==> config.mk <==
export PLATFORM = sky130hd
export DESIGN_NAME = change_dispenser
export DESIGN_NICKNAME = d
export VERILOG_FILES = /design/src/rtl/change_dispenser.sv
export SDC_FILE = /design/constraint.sdc
export NUM_CORES = 1
export LEC_CHECK = 0
export BUFFER_PORTS_ARGS = -buffer_cell sky130_fd_sc_hd__buf_2
export CELL_PAD_IN_SITES_DETAIL_PLACEMENT = 1
export CELL_PAD_IN_SITES_GLOBAL_PLACEMENT = 2
export CORE_AREA = 2 2 128 80
export DETAILED_ROUTE_END_ITERATION = 10
export DIE_AREA = 0 0 130 82
export HOLD_SLACK_MARGIN = 0.08
export MAX_ROUTING_LAYER = met4
export PLACE_DENSITY_LB_ADDON = 0.1
export SLEW_MARGIN = 20
export SYNTH_ARGS = -nofsm -noshare
export SYNTH_HDL_FRONTEND = slang
export SYNTH_SLANG_ARGS = --single-unit
==> constraint.sdc <==
create_clock -name clk -period 5.7 [get_ports clk]
set_input_delay 1.14 -clock clk [delete_from_list [all_inputs] [get_ports clk]]
set_output_delay 1.14 -clock clk [all_outputs]
set_load 0.02 [all_outputs]
==> src/rtl/change_dispenser.sv <==
// change_dispenser: breaks a change amount into coins (largest first) across
// three tubes, ejecting one coin at a time through a one-hot eject/ack
// handshake. Tracks per-tube inventory and reports any unpayable remainder.
//
// Optional feature macro: CHANGE_JAM_TIMEOUT_EN
//   defined   -> ack timeout in EJECT sets sticky jam and parks the FSM in HALT
//   undefined -> EJECT waits indefinitely for eject_ack, jam stays 0
//
// state  | meaning
// -------+----------------------------------------------------------
// IDLE   | ready for a request; refill honoured here only
// SELECT | pick largest coin <= remain with stock; miss ends request
// EJECT  | hold eject bit until eject_ack (or timeout when enabled)
// GAP    | one low cycle between coins
// DONE   | one-cycle done pulse
// HALT   | jammed; dead until reset
module change_dispenser #(
  parameter int COIN_A      = 20,
  parameter int COIN_B      = 10,
  parameter int COIN_C      = 5,
  parameter int INV_W       = 8,
  parameter int INV_INIT    = 10,
  parameter int ACK_TIMEOUT = 64
) (
  input  logic       clk,
  input  logic       rst,
  input  logic       change_valid,
  input  logic [6:0] return_change,
  input  logic       refill,
  input  logic       eject_ack,
  output logic       change_ready,
  output logic [2:0] eject,
  output logic       done,
  output logic [6:0] shortfall,
  output logic [2:0] low_stock,
  output logic       jam
);

`ifdef CHANGE_JAM_TIMEOUT_EN
  localparam bit JAM_EN = 1'b1;
`else
  localparam bit JAM_EN = 1'b0;
`endif

  localparam logic [6:0]       VAL_A    = COIN_A[6:0];
  localparam logic [6:0]       VAL_B    = COIN_B[6:0];
  localparam logic [6:0]       VAL_C    = COIN_C[6:0];
  localparam logic [INV_W-1:0] INV_LOAD = INV_INIT[INV_W-1:0];
  localparam logic [INV_W-1:0] INV_ONE  = {{(INV_W-1){1'b0}}, 1'b1};
  localparam logic [2:0]       LOW_INIT = (INV_INIT == 0) ? 3'b111 : 3'b000;
  localparam int               TMO_W    = $clog2(ACK_TIMEOUT + 1);
  localparam logic [TMO_W-1:0] TMO_LOAD = TMO_W'(ACK_TIMEOUT - 1);
  localparam logic [TMO_W-1:0] TMO_ONE  = TMO_W'(1);

  typedef enum logic [2:0] {
    S_IDLE, S_SELECT, S_EJECT, S_GAP, S_DONE, S_HALT
  } state_t;

  state_t           state;
  logic [6:0]       remain;
  logic [INV_W-1:0] inv_a, inv_b, inv_c;
  logic [TMO_W-1:0] tmo_cnt;
  logic [2:0]       sel;
  logic [6:0]       eject_val;
  logic             tmo_hit;

  // Largest affordable coin that still has stock; zero means no coin fits.
  always_comb begin
    sel = 3'b000;
    if (remain >= VAL_A && inv_a != '0)      sel = 3'b100;
    else if (remain >= VAL_B && inv_b != '0) sel = 3'b010;
    else if (remain >= VAL_C && inv_c != '0) sel = 3'b001;
  end

  // Value of the coin currently being ejected.
  always_comb begin
    eject_val = '0;
    case (eject)
      3'b100:  eject_val = VAL_A;
      3'b010:  eject_val = VAL_B;
      3'b001:  eject_val = VAL_C;
      default: eject_val = '0;
    endcase
  end

  assign tmo_hit = JAM_EN && (tmo_cnt == '0);

  // Sequencer with registered outputs, inventory and ack-timeout down-counter.
  always_ff @(posedge clk or negedge rst) begin
    if (!rst) begin
      state        <= S_IDLE;
      remain       <= '0;
      inv_a        <= INV_LOAD;
      inv_b        <= INV_LOAD;
      inv_c        <= INV_LOAD;
      tmo_cnt      <= TMO_LOAD;
      change_ready <= 1'b1;
      eject        <= 3'b000;
      done         <= 1'b0;
      shortfall    <= '0;
      low_stock    <= LOW_INIT;
      jam          <= 1'b0;
    end else begin
      done <= 1'b0;
      case (state)
        S_IDLE: begin
          if (change_valid) begin
            remain       <= return_change;
            shortfall    <= '0;
            change_ready <= 1'b0;
            state        <= S_SELECT;
          end else if (refill) begin
            inv_a     <= INV_LOAD;
            inv_b     <= INV_LOAD;
            inv_c     <= INV_LOAD;
            low_stock <= LOW_INIT;
          end
        end
        S_SELECT: begin
          if (sel != 3'b000) begin
            eject   <= sel;
            tmo_cnt <= TMO_LOAD;
            state   <= S_EJECT;
          end else begin
            shortfall <= remain;
            done      <= 1'b1;
            state     <= S_DONE;
          end
        end
        S_EJECT: begin
          if (eject_ack) begin
            remain <= remain - eject_val;
            if (eject[2]) begin
              inv_a <= inv_a - INV_ONE;
              if (inv_a == INV_ONE) low_stock[2] <= 1'b1;
            end
            if (eject[1]) begin
              inv_b <= inv_b - INV_ONE;
              if (inv_b == INV_ONE) low_stock[1] <= 1'b1;
            end
            if (eject[0]) begin
              inv_c <= inv_c - INV_ONE;
              if (inv_c == INV_ONE) low_stock[0] <= 1'b1;
            end
            eject <= 3'b000;
            state <= S_GAP;
          end else if (tmo_hit) begin
            eject     <= 3'b000;
            jam       <= 1'b1;
            shortfall <= remain;
            done      <= 1'b1;
            state     <= S_DONE;
          end else begin
            tmo_cnt <= tmo_cnt - TMO_ONE;
          end
        end
        S_GAP: state <= S_SELECT;
        S_DONE: begin
          if (jam) begin
            state <= S_HALT;
          end else begin
            change_ready <= 1'b1;
            state        <= S_IDLE;
          end
        end
        S_HALT:  state <= S_HALT;
        default: state <= S_IDLE;
      endcase
    end
  end

endmodule

# After elaboration in Yosys (flattened, before gate mapping)
# Index checks and enable logic that the tools add are counted.
# classes
add_sub_neg	4
magnitude_cmp	3
n_eq_ne	23
mux	42
n_reduce_logical	23
# op_table
cell	count
8-bit 2-to-1 mux	8
8-bit one-hot mux with 2 select lines	3
3-bit 2-to-1 mux	10
7-bit 2-to-1 mux	4
7-bit one-hot mux with 2 select lines	2
8-bit by 1-bit == test with 1-bit output (second input constant)	3
2-bit inequality test (second input constant)	12
8-bit nonzero test	3
8-bit by 1-bit subtractor with 8-bit output (second input constant)	3
6-bit AND reduction	3
3-bit one-hot mux with 5 select lines	1
5-bit one-hot mux with 3 select lines	1
5-bit AND reduction	3
3-bit one-hot mux with 2 select lines	2
1-bit 2-to-1 mux	10
3-bit by 2-bit == test with 1-bit output (second input constant)	3
3-bit == test (second input constant)	3
3-bit AND reduction	3
2-bit nonzero test	4
7-bit by 3-bit greater-or-equal comparator with 1-bit output (second input constant)	1
7-bit by 4-bit greater-or-equal comparator with 1-bit output (second input constant)	1
7-bit by 5-bit greater-or-equal comparator with 1-bit output (second input constant)	1
7-bit subtractor	1
3-bit by 1-bit == test with 1-bit output (second input constant)	2
5 further kinds	8
# word_totals
ff_bits	49
inputBits	12
output_inout_bits	16
word_cells	107

# Depth between registers and ports, before layout
# Gate-level depths: netlist (run 1).
# logic_depth
word_depth	8
ltp_mapped	9

# Worst setup path before layout (run 1)
# No wires, ideal clock.
# synth_path
path_type	input-to-reg
start	input change_valid
end	register inv_a[6]
setup_ns	0.078
arrival_time_ns	2.633
path_slack_ns	2.989
path_stages	6
path_buffers	1
cell_sequence	or3b_1 -> clkbuf_1 -> a221oi_1 -> nand3_1 -> or4_1 -> a21oi_1
# synth_between
elab_chain_len	2
# synth_rtl
element	line_no	rtl
from (decl)	27	input logic change_valid,
2-bit inequality test (no source line)	-	
5-bit AND reduction (no source line)	-	
to (signal assigned)	134	inv_a <= inv_a - INV_ONE;
to (decl)	61	logic [INV_W-1:0] inv_a, inv_b, inv_c;
# No other way between the ends.
# A chain may end at the register's enable or synchronous reset.

# Worst setup path after layout (run 1)
# Ends and elaborated chain as after synthesis.

==> results of run 1 <==
==> layout by cell type, fill, tap and decap left out, types with 6 or more instances in the layout <==
cell,netlist,routed
dfrtp_1,42,42
nor2_1,38,38
buf_2,0,26
nand2_1,21,21
inv_1,19,19
ha_1,14,14
nand3_1,13,13
xor2_1,13,13
a21oi_1,12,12
nor3_1,11,10
o21ai_0,10,10
mux2i_1,7,7
dfstp_2,7,7
o21ai_1,6,6
==> cells by family (layout without fill, tap and decap cells) <==
family / count (synthesis) / after routing / synth area share (%)
simple gates: 114 / 114 / 20.9
compound gates: 61 / 61 / 15.1
flops: 49 / 49 / 44.1
buf+inv: 35 / 59 / 5.27
xor+xnor: 16 / 16 / 5.01
fa+ha+maj: 15 / 15 / 6.97
mux: 7 / 7 / 2.50
other cells: 1 / 1 / 0.134
==> routing by layer <==
| layer | track usage (%) | vias up |
|---|---|---|
| li1 | - | 1089 |
| met1 | 26.1 | 1064 |
| met2 | 19.5 | 30 |
| met3 | 3.26 | 6 |
| met4 | 3.87 | 0 |
| met5 | - | - |
==> synthesized netlist by cell type (5+ instances only) <==
master / n / area share (%)
dfrtp_1: 42 / 38
nor2_1: 38 / 5.1
nand2_1: 21 / 2.8
inv_1: 19 / 2.5
ha_1: 14 / 6.3
nand3_1: 13 / 2.3
xor2_1: 13 / 4.1
a21oi_1: 12 / 2.1
nor3_1: 11 / 2.0
clkbuf_1: 10 / 1.3
o21ai_0: 10 / 1.8
dfstp_2: 7 / 6.6
mux2i_1: 7 / 2.5
o21ai_1: 6 / 1.1
a211oi_1: 5 / 1.3
nor2b_1: 5 / 1.1
==> cell type report <==
class	count	share of cell area, %
Tap cell	135	5.22
Sequential cell	49	38.2
Timing Repair Buffer	30	4.95
Multi-Input combinational cell	214	43.9
Clock inverter	1	0.928
Inverter	21	2.44
Clock buffer	7	4.41
==> sequential cells by signal, indices dropped and copies added, names as in the netlist <==
signal,count
change_ready,1
done,1
eject,3
inv_a,8
inv_b,8
inv_c,8
low_stock,3
remain,7
shortfall,7
state,3
==> through the flow <==
step                      util (%)  hold WS (ns)  instances
after floorplan                  -         0.472        298
after global placement        32.0         0.503        449
after detailed placement      32.0         0.491        449
after CTS                     33.8         0.526        457
after global routing          33.8         0.546        457
final                         33.8         0.513        457
==> worst paths after layout <==
check / endpoint / slack [ns] / cells past startpoint
setup / recovery: inv_a[6] / 2.91 / 7
hold / removal: low_stock[1] / 0.51 / 2
setup reg to reg: inv_a[6] / 3.22 / 6
hold reg to reg: low_stock[1] / 0.51 / 2
max in group asynchronous: state[2] / 4.29 / 2
min in group asynchronous: shortfall[2] / 0.96 / 2
==> power by group <==
group          switching, mW  internal (mW)
Sequential             0.140          0.472
Clock                  0.137          0.220
Combinational          0.416          0.256
Total                  0.694          0.948
==> worst reg2reg max path, delay by kind of cell, from the launching register on <==
family	cells	cell delay [ns]
AO/OA/AOI/OAI	2	0.48
AND/OR/NAND/NOR	3	1.17
buffers and inverters	1	0.22
flip-flops	1	0.55
==> metrics.csv, run 1 <==
stage,metric,value,unit
yosys,synthesized net count,325,
sta,minimum clock period,2.79,ns
power_and_ir_drop,Total Power,1.64,mW
worst_hold_path,Hold/Removal Path Class,register to register,
clock_tree,clk buf depth,2,
yosys,post-synthesis sequential area ratio,44.1,%
grt,grt ovf,0,
floorplanning,Rows,28,
yosys,Post-synth ARST share,100,%
status,outcome,"complete, no violations",
critical_path,arrival time worst endpoint,3.01,ns
placement,RD Place Congestion,0.765,
sta,final period utilization,48.9,%
clock_tree,CTS root buf,clkbuf_16,
clock_tree,CTS tree,built,
finish,Layout area overhead,15.6,%
yosys,area of the mapped netlist,2800,µm²
critical_path,CP top delay family,simple AND/OR/NAND/NOR gates,
sta,fmax,0.358,GHz
grt,vias in the first global route,2208,
sta,Final Hold Fails,0,
route,DRT met1 WL,4480,µm
floorplanning,die area,10700,µm²
floorplanning,chip height,82,µm
route,Post-route DRC,0,
route,Top Layer Used,met4,
clock_tree,cts repair resizes,0,
yosys,Synth Flop Type,dfrtp_1,
sta,max-slew violations,0,
power_and_ir_drop,maximum VDD drop,0.137,mV
route,total number of vias,2189,
critical_path,Reg-to-Reg Start,state[1],
yosys,"EDFF count, synth",0,
clock_tree,Post-CTS Setup Repair Bufs,0,
power_and_ir_drop,PwrDens,507,nW/µm²
placement,HPWL Detailed,5560,µm
yosys,post-synthesis instance total,298,
route,antenna-violating nets left,0,
placement,Port Buffers,26,
finish,FILL cells,1126,
grt,initial antenna violation count,0,
power_and_ir_drop,Leakage,1.58,nW
critical_path,CP startpoint,change_valid,
critical_path,crit-path max FO,11,
finish,FF/Latch Area,1230,µm²
floorplanning,die width,130,µm
sta,clk_skew,0.00335,ns
route,vias per cell,4.79,
sta,worst setup margin,2.91,ns
placement,pre-CTS setup slack,2.57,ns
sta,Setup TNS Final,0,ns
grt,pin count of the biggest net entering global routing,50,
critical_path,Worst setup EP type,register,
route,DRT Wirelength,7520,µm
critical_path,CP peak stage delay,0.49,ns
sta,RSZ-0062 raised after global routing,no,
yosys,Post-Syn Area per Cell,9.39,µm²
critical_path,WS Path Type,input pin to register,
clock_tree,Clock H-tree levels,2,
finish,share of layout cells above drive strength 1,15.8,%
sta,Max transition margin,55.2,%
clock_tree,Post-CTS Hold Buffers,0,
yosys,yosys warns,0,
critical_path,CP Launch Type,input pin,
yosys,#FFs+latches synth,49,
grt,total track usage,16.1,%
critical_path,crit-path cells,buf_2 -> or3b_1 -> a221oi_1 -> buf_4 -> nand3_1 -> or4_1 -> a21oi_1,
floorplanning,Initial Util,29.3,%
clock_tree,total CTS buffers,5,
critical_path,CP Data Required Time,5.92,ns
clock_tree,CTS clock-pin slew for the worst setup and hold paths,0.07,ns
floorplanning,core area,9560,µm²
finish,ant diodes,0,
placement,Post-DP Area,3060,µm²
grt,first-pass GRT wire length,12500,µm
critical_path,critical path's slowest cell,or3b_1,
route,WL/cell,16.5,µm
finish,multi-input logic area,1420,µm²
route,metal3 WL,261,µm
critical_path,crit path buf inv count,2,
yosys,Synth cell types,56,
route,drt first pass iters,4,
sta,"Setup violations, final",0,
route,Detail Route met2 WL,2710,µm
finish,fin nets,348,
sta,Slew @ Worst Pin,0.670,ns
clock_tree,later-pin clock latency in the skew report,0.29,ns
worst_hold_path,Hold Crit Start,low_stock[1],
floorplanning,I/O Pins,28,
route,initial drt markers,109,
finish,Finished Cell Area,3240,µm²
job,max-cap viol count,0,
clock_tree,clk sink count,49,
Note: power is estimated with default switching activity, not from simulation.
==> inputs of run 2 (changes only) <==
ABC_AREA = 1   (was unset)
CORE_AREA = 2 2 133 83   (was 2 2 128 80)
DIE_AREA = 0 0 135 85   (was 0 0 130 82)
clock period = 2.9 ns   (was 5.7 ns; I/O delays follow)
==> run 2 against run 1 <==
  * Cell count grew 23%
  * Sequential power grew 94%
  * Sequential share of layout area shrank 2.9 points
  * Worst hold slack lost 0.27 ns
  * Total power grew to 2.5 times the previous value
  * Critical path depth grew 5
  * Combinational power grew to 3.2 times the previous value
  * Register-to-register slack lost 2.6 ns
  * Largest cell class unchanged
==> metrics.csv, run 2 <==
stage,metric,value,unit
finish,final core utilization,34.0,%
floorplanning,Initial Util,29.4,%
critical_path,crit-path cells,inv_1 -> nor3_1 -> inv_1 -> ha_1 -> a21oi_1 -> nand2_1 -> nand2_1 -> nand2_1 -> nand2_1 -> nand2_1 -> nor2_1 -> o22ai_1,
finish,Layout Cells excl Fill,561,
floorplanning,core area,10300,µm²
grt,initial antenna violation count,0,
yosys,commonest cells in the synthesized netlist,"nand2_1, inv_1, dfrtp_1",
status,outcome,"complete, no violations",
clock_tree,CTS clock-pin slew for the worst setup and hold paths,0.07,ns
route,WL/cell,15.2,µm
sta,clk_skew,0.0101,ns
sta,Max transition margin,52.0,%
sta,Slew @ Worst Pin,0.721,ns
yosys,Post-Syn Area per Cell,7.73,µm²
critical_path,r2r setup slk,0.61,ns
worst_hold_path,Hold/Removal Path Class,input pin to async pin,
yosys,"EDFF count, synth",0,
finish,ant diodes,0,
sta,fmax,0.436,GHz
yosys,Synth area leaders,"dfrtp_1, nand2_1, inv_1",
clock_tree,total CTS buffers,5,
sta,worst hold margin,0.247,ns
route,DRT Wirelength,8540,µm
finish,FILL cells,1302,
clock_tree,clk sink count,49,
sta,minimum clock period,2.29,ns
floorplanning,Rows,29,
finish,Finished Cell Area,3500,µm²
grt,pin count of the biggest net entering global routing,20,
grt,first-pass GRT wire length,14300,µm
yosys,Post-synth ARST share,100,%
grt,grt ovf,0,
floorplanning,die area,11500,µm²
yosys,#FFs+latches synth,49,
critical_path,CP peak stage delay,0.51,ns
finish,share of layout cells above drive strength 1,16.6,%
clock_tree,later-pin clock latency in the skew report,0.30,ns
floorplanning,chip height,85,µm
sta,Final Hold Fails,0,
power_and_ir_drop,sw frac,48.0,%
clock_tree,Post-CTS Hold Buffers,0,
yosys,Synth cell types,36,
power_and_ir_drop,maximum VDD drop,0.300,mV
critical_path,arrival time worst endpoint,2.47,ns
grt,total track usage,16.7,%
route,drt first pass iters,4,
clock_tree,clk buf depth,2,
finish,Layout area overhead,15.4,%
route,total number of vias,2607,
clock_tree,CTS tree,built,
placement,Post-DP Area,3310,µm²
route,vias per cell,4.65,
yosys,post-synthesis sequential area ratio,40.7,%
sta,Setup TNS Final,0,ns
placement,Placed Cells,553,
power_and_ir_drop,Comb pwr share,52.7,%
job,max-cap viol count,0,
finish,Regs by FF count,"inv_a x8, inv_b x8, inv_c x8",
finish,most frequent cells in the layout,"nand2_1, inv_1, dfrtp_1, nor2_1, nand3_1",
critical_path,WS Path Type,register to register,
power_and_ir_drop,clock power share,18.5,%
yosys,top-area cell type share of the netlist area,34.7,%
finish,"most common cell after layout, fill and taps aside",nand2_1,
critical_path,Worst setup EP type,register,
yosys,area of the mapped netlist,3030,µm²
placement,RD Place Congestion,0.793,
yosys,most common cell in the synthesized netlist,nand2_1,
yosys,post-synthesis instance total,392,
sta,"Setup violations, final",0,
clock_tree,Post-CTS Setup Repair Bufs,0,
yosys,Synth Flop Type,dfrtp_1,
critical_path,CP Data Required Time,3.08,ns
power_and_ir_drop,internal power,2.15,mW
critical_path,CP Launch Type,register,
finish,fin nets,448,
critical_path,crit-path max FO,6,
sta,max-slew violations,0,
yosys,synthesized net count,419,
power_and_ir_drop,Leakage,1.77,nW
power_and_ir_drop,PwrDens,1180,nW/µm²
power_and_ir_drop,Sw Pwr,1.99,mW
placement,Port Buffers,26,
route,Post-route DRC,0,
route,antenna-violating nets left,0,
sta,final period utilization,79.0,%
critical_path,Most common cell on crit path,nand2_1,
clock_tree,cts repair resizes,0,
sta,RSZ-0062 raised after global routing,no,
floorplanning,I/O Pins,28,
power_and_ir_drop,Flop pwr share,28.8,%
clock_tree,Clock H-tree levels,2,
yosys,yosys warns,0,
floorplanning,die width,135,µm
placement,HPWL Detailed,6590,µm
route,initial drt markers,97,
critical_path,critical path's slowest cell,dfrtp_1,
yosys,most area-hungry cell type in the Yosys netlist,dfrtp_1,
grt,vias in the first global route,2684,
clock_tree,CTS root buf,clkbuf_16,
[run 2: cells by family (layout without fill, tap and decap cells)]
| group | Yosys count | count (layout) | share of synthesized area, % |
|---|---|---|---|
| AOI/OAI and AO/OA | 62 | 62 | 12.6 |
| xor gates and xnor gates | 9 | 9 | 2.60 |
| adders and majority gates | 15 | 15 | 6.44 |
| buffers and inverters | 65 | 95 | 8.79 |
| DFF | 49 | 49 | 40.7 |
| other | 1 | 1 | 0.124 |
| and+or+nand+nor | 191 | 191 | 28.7 |
[run 2: through the flow]
| stage | total power, mW | worst slack [ns] |
|---|---|---|
| floorplan | 2.80 | 0.919 |
| global placement | 3.37 | 0.639 |
| detailed placement | 3.40 | 0.613 |
| CTS | 4.21 | 0.578 |
| global route | 4.59 | 0.286 |
| finish | 4.14 | 0.609 |
[run 2: cell type report]
type                            instances  area, µm²  share of cell area (%)
Inverter                               58        218                    6.22
Timing Repair Buffer                   29        153                    4.36
Multi-Input combinational cell        278       1530                    43.7
Sequential cell                        49       1230                    35.3
Clock inverter                          3       65.1                    1.86
Clock buffer                            5        125                    3.58
Tap cell                              139        174                    4.97
[run 2: metal layers]
layer / up-vias / wire, µm / track usage (%)
li1: 1330 / - / -
met1: 1240 / 4740 / 24.7
met2: 29 / 3460 / 23.0
met3: 8 / 244 / 3.82
met4: 0 / 92 / 3.79
met5: - / 0 / -
[run 2: critical path: cells and delay by family (launching register included)]
kind / cells / cell delay [ns]
adder cells (fa/ha/maj): 1 / 0.36
AO/OA/AOI/OAI: 2 / 0.23
buffers and inverters: 2 / 0.27
AND/OR/NAND/NOR: 7 / 0.79
flip-flops: 1 / 0.51
[run 2: power groups by stage]
stage | Combinational [mW] | Clock [mW] | Sequential, mW
after floorplan | 1.60 | 0 | 1.20
after global placement | 2.17 | 0 | 1.20
after detailed placement | 2.20 | 0 | 1.20
after CTS | 2.21 | 0.798 | 1.19
after global routing | 2.54 | 0.821 | 1.23
final | 2.18 | 0.765 | 1.19
[run 2: worst paths after layout]
check	cells past startpoint	start	endpoint
max in group asynchronous	2	rst	inv_c[1]
worst min-delay path	1	rst	shortfall[5]
worst min register to register	2	shortfall[6]	shortfall[6]
worst max-delay path	12	eject[1]	remain[6]
min in group clk	2	shortfall[6]	shortfall[6]
worst max register to register	12	eject[1]	remain[6]
